<file path="config.mk">
export PLATFORM = sky130hd
export DESIGN_NAME = fetch_unit
export DESIGN_NICKNAME = d
export VERILOG_FILES = /design/src/rtl/fetch_unit_pkg.sv /design/src/rtl/fetch_unit.sv
export SDC_FILE = /design/constraint.sdc
export NUM_CORES = 1
export LEC_CHECK = 0
export ABC_AREA = 1
export BUFFER_PORTS_ARGS = -buffer_cell sky130_fd_sc_hd__buf_2
export CORE_MARGIN = 2
export CORE_UTILIZATION = 57
export DETAILED_ROUTE_END_ITERATION = 6
export HOLD_SLACK_MARGIN = 0.15
export PLACE_DENSITY = 0.86
export SKIP_LAST_GASP = 1
export SLEW_MARGIN = 20
export SYNTH_ARGS = -nofsm -noshare
export SYNTH_HDL_FRONTEND = slang
export SYNTH_SLANG_ARGS = --single-unit
</file>
<file path="constraint.sdc">
create_clock -name clk -period 4 [get_ports clk]
set_clock_uncertainty 0.1 [all_clocks]
set_input_delay 0.6 -clock clk [delete_from_list [all_inputs] [get_ports clk]]
set_output_delay 0.6 -clock clk [all_outputs]
set_load 0.01 [all_outputs]
</file>
<file path="src/rtl/fetch_unit_pkg.sv">
// Shared types and constants for the instruction-fetch stage.
package fetch_unit_pkg;

    typedef enum logic [1:0] {
        S_IDLE,
        S_REQ,
        S_HOLD,
        S_DRAIN
    } state_t;

    localparam logic [31:0] NOP = 32'h0000_0000;
    localparam logic [31:0] DEFAULT_RESET_PC = 32'h0000_0000;

endpackage

</file>
<file path="src/rtl/fetch_unit.sv">
// Instruction-fetch stage: owns the PC, fetches over a req/ready port,
// buffers one instruction for IF/ID and squashes on branch/jump redirects.
module fetch_unit #(
    parameter logic [31:0] RESET_PC  = fetch_unit_pkg::DEFAULT_RESET_PC,
    parameter logic [31:0] NOP_INSTR = fetch_unit_pkg::NOP
) (
    input  logic        clk,
    input  logic        startin,
    input  logic        PCWrite,
    input  logic        branch_taken,
    input  logic [31:0] branch_target,
    input  logic        jump,
    input  logic [31:0] jump_target,
    output logic        imem_req,
    output logic [31:0] imem_addr,
    input  logic        imem_ready,
    input  logic [31:0] imem_rdata,
    output logic [31:0] IF_instr,
    output logic [31:0] IF_pc_plus_4,
    output logic        IF_valid
);
    import fetch_unit_pkg::*;

    state_t      state_q, state_d;
    logic [31:0] pc_q, pc_d;
    logic [31:0] addr_q, addr_d;
    logic [31:0] ibuf_q, ibuf_d;
    logic [31:0] pc4_q, pc4_d;
    logic        redirect;
    logic [31:0] target;

    assign redirect = branch_taken | jump;
    assign target   = (branch_taken ? branch_target : jump_target) & ~32'h3;

    always_comb begin
        state_d = state_q;
        pc_d    = pc_q;
        addr_d  = addr_q;
        ibuf_d  = ibuf_q;
        pc4_d   = pc4_q;
        unique case (state_q)
            S_IDLE: begin
                state_d = S_REQ;
            end
            S_REQ: begin
                if (redirect) begin
                    pc_d    = target;
                    state_d = imem_ready ? S_REQ : S_DRAIN;
                end else if (imem_ready) begin
                    ibuf_d  = imem_rdata;
                    pc4_d   = pc_q + 32'd4;
                    state_d = S_HOLD;
                end
            end
            S_HOLD: begin
                if (redirect) begin
                    pc_d    = target;
                    state_d = S_REQ;
                end else if (PCWrite) begin
                    pc_d    = pc_q + 32'd4;
                    state_d = S_REQ;
                end
            end
            S_DRAIN: begin
                if (redirect) begin
                    pc_d = target;
                end
                if (imem_ready) begin
                    state_d = S_REQ;
                end
            end
            default: begin
                state_d = S_IDLE;
            end
        endcase
        // The request address only moves when a new request starts, so a
        // draining request keeps its original address while pc is redirected.
        if (state_d == S_REQ) begin
            addr_d = pc_d;
        end
    end

    always_ff @(posedge clk) begin
        if (startin) begin
            state_q <= S_IDLE;
            pc_q    <= RESET_PC;
            addr_q  <= RESET_PC;
            ibuf_q  <= NOP_INSTR;
            pc4_q   <= '0;
        end else begin
            state_q <= state_d;
            pc_q    <= pc_d;
            addr_q  <= addr_d;
            ibuf_q  <= ibuf_d;
            pc4_q   <= pc4_d;
        end
    end

    assign imem_req     = (state_q == S_REQ) || (state_q == S_DRAIN);
    assign imem_addr    = addr_q;
    assign IF_valid     = (state_q == S_HOLD);
    assign IF_instr     = IF_valid ? ibuf_q : NOP_INSTR;
    assign IF_pc_plus_4 = IF_valid ? pc4_q : '0;

endmodule
</file>
==> out/results.txt <==
Final setup viols: 0
crit path launch type: flip-flop
VDD IR-drop max: 0.247 mV
Placer Congestion: 0.959
Finished Cell Area: 8740 µm²
largest family of logic cells by synthesized area: simple AND/OR/NAND/NOR gates
post-route setup TNS: 0 ps
r2r startpoint: state_q[0]
Syn Area/Cell: 6.32 µm²
clock-pin slew on the worst setup and hold paths: 60 ps
largest cells by area after synthesis: dfxtp_1 36%, nand2_1 14%, o21ai_0 9.1%
Post-Synth Adder-Cell Area: 0.174%
Pwr Density: 400 nW/µm²
Final Non-Filler Cells: 1478
R2R cell count: 8
Area growth, synth to finish: 21.8%
clk_lat worst skew: 420 ps
Remaining Overflow, GRT: 0
number of port buffers: 195
initial antenna violation count: 0
IO Count: 200
worst-margin pin slew: 868 ps
DP Wirelength: 14.7 mm
Simple-Gate Fraction of Synth Area: 27.5%
die height: 116 µm
Placed Cells: 1446
Post-synth EDFFs: 0
fmax: 347 MHz
Core Region: 12200 µm²
Post-CTS Setup Inserts: 0
MaxCap Viol Count: 0
vias in the first global route: 7009
Die ar.: 13500 µm²
Final Cycle Share: 72.1%
Post-Route WL: 21.2 mm
critical hold path startpoint: ibuf_q[23]
crit path max fanout: 73
clock period minus worst slack: 2890 ps
first-pass GRT wire length: 33.1 mm
Post-DP Area: 8150 µm²
largest net degree at the start of global routing: 96
Static Leak: 0.00414 µW
Post-Synth XOR/XNOR Area: 0.977%
synth unique cells: 34
capturing point of the worst reg2reg path: imem_addr[22]
drt first-iter violations: 697
crit path DAT: 2190 ps
post-synthesis mux area share: 0%
total CTS buffers: 17
area leader, netlist: dfxtp_1
Nets: 1400
antenna viol nets, final: 0
FF+latch count, synth: 130
HP Class: reg2reg
H-tree Lvls: 4
RSZ-0062 raised after global routing: false
part of the Yosys area used for sequential elements: 36.3%
synthesized instance count: 1134
Synth Area in Compound Gates: 22.1%
total number of vias: 7906
hold-critical path endpoint: ibuf_q[23]
Hold Vio Cnt, Final: 0
Die W: 116 µm
routed len/inst: 14.4 µm
Hold-fix buffers, CTS: 0
GRT Util Overall: 31.1%
share of post-route cells with drive strength above 1: 20.0%
Vias per Instance: 5.35
clock sinks: 130
CP required: 3300 ps
router iterations before antenna repair: 6
FFs w/ async S/R, synth: 0%
Primary FF master, synth: dfxtp_1
Slew Limit Fails: 0
most frequent cell after synthesis: nand2_1
Post-Syn Area: 7170 µm²
Bufs on Longest Clock Path: 2
Layout Utilization: 71.9%
Setup CP Type: reg2out
Max-slew headroom: 42.1%
CTS tree: yes
Residual DRC: 0
r2r setup slk: 1350 ps
Synth warnings: 0
syn_nets: 1237
row count: 40
Initial Util: 59.0%
Commonest cells post-synth: 262 x nand2_1, 162 x inv_1, 131 x o21ai_0, 130 x dfxtp_1, 114 x nor2_1
share of the synthesized area in the top cell type: 36.3%
Root Driver: clkbuf_16
post_cts resized: 0
fill cell count: 1051
antenna diode count: 0
overall power after layout: 3490 µW
critical path capture point type: output pin
hold depth: 2
run status: finished clean
Crit. Startpoint: state_q[0]
[cells in the final DEF (no fill, tap or decap), drive strengths merged]
cell	count
or2	28
clkinv	1
inv	170
clkbuf	19
ha	1
clkinvlp	6
nand3b	1
a21oi	109
nand3	49
nand2	263
bufinv	2
xor2	7
a2bb2oi	3
nand4	5
o2111ai	1
dfxtp	130
o211ai	8
buf	207
nor3	1
a211oi	9
nor2	124
o21ai	148
a21boi	17
xnor2	1
[power by group]
| part | switching, µW | leakage [µW] | total, µW | internal (µW) |
|---|---|---|---|---|
| Clock | 620 | 0.000265 | 1550 | 927 |
| Combinational | 308 | 0.00281 | 495 | 187 |
| Sequential | 65.8 | 0.00106 | 1450 | 1380 |
| Total | 994 | 0.00414 | 3490 | 2500 |
[critical path, cell delays in order (launching register included)]
cell,delay (ps)
dfxtp_1,330
inv_1,100
nand2_4,250
buf_4,680
nor2_1,150
buf_2,190
[cell families (layout without fill, tap and decap cells)]
kind of cell             count (synthesis)  after routing
XOR/XNOR                                 8              8
AO/OA/AOI/OAI                          295            295
buffers and inverters                  229            405
flip-flops                             130            130
adder cells (fa/ha/maj)                  1              1
AND/OR/NAND/NOR                        471            471
[layer usage]
metal  GRT usage, %  vias up  part of all wire, %
li1               -     3925                    -
met1           40.2     3541                   41
met2           51.2      398                   46
met3           6.49       42                   10
met4           12.5        0                  2.8
met5              0        -                    0
[how the worst max path moves through the flow]
stage	end	cells after the start	slack, ps
detailed placement	imem_addr[30]	11	940
CTS	IF_instr[0]	5	1160
floorplan	IF_instr[10]	6	2050
finish	IF_pc_plus_4[6]	5	1110
global route	IF_pc_plus_4[6]	5	1040
global placement	imem_addr[24]	11	1020
[metrics by stage]
stage / setup WS (ps) / hold slack [ps]
after floorplan: 2050 / 330
after CTS: 1160 / 348
after global routing: 1040 / 369
final: 1110 / 353
after global placement: 1020 / 340
after detailed placement: 944 / 345
[sequential cells by signal, indices dropped and copies added (netlist names)]
name	flops
state_q	2
ibuf_q	32
pc4_q	32
pc_q	32
imem_addr	32
[final cells by class]
cell class              instances  area, µm²  area share [%]
flip-flops and latches        130       2600            29.8
inverters                     166        623            7.13
clock buffers                  19        433            4.95
clock inverters                13        151            1.73
multi-input cells             775       3650            41.8
well taps                     168        210            2.41
repair buffers                207       1070            12.2
Note: power is estimated with default switching activity, not from simulation.
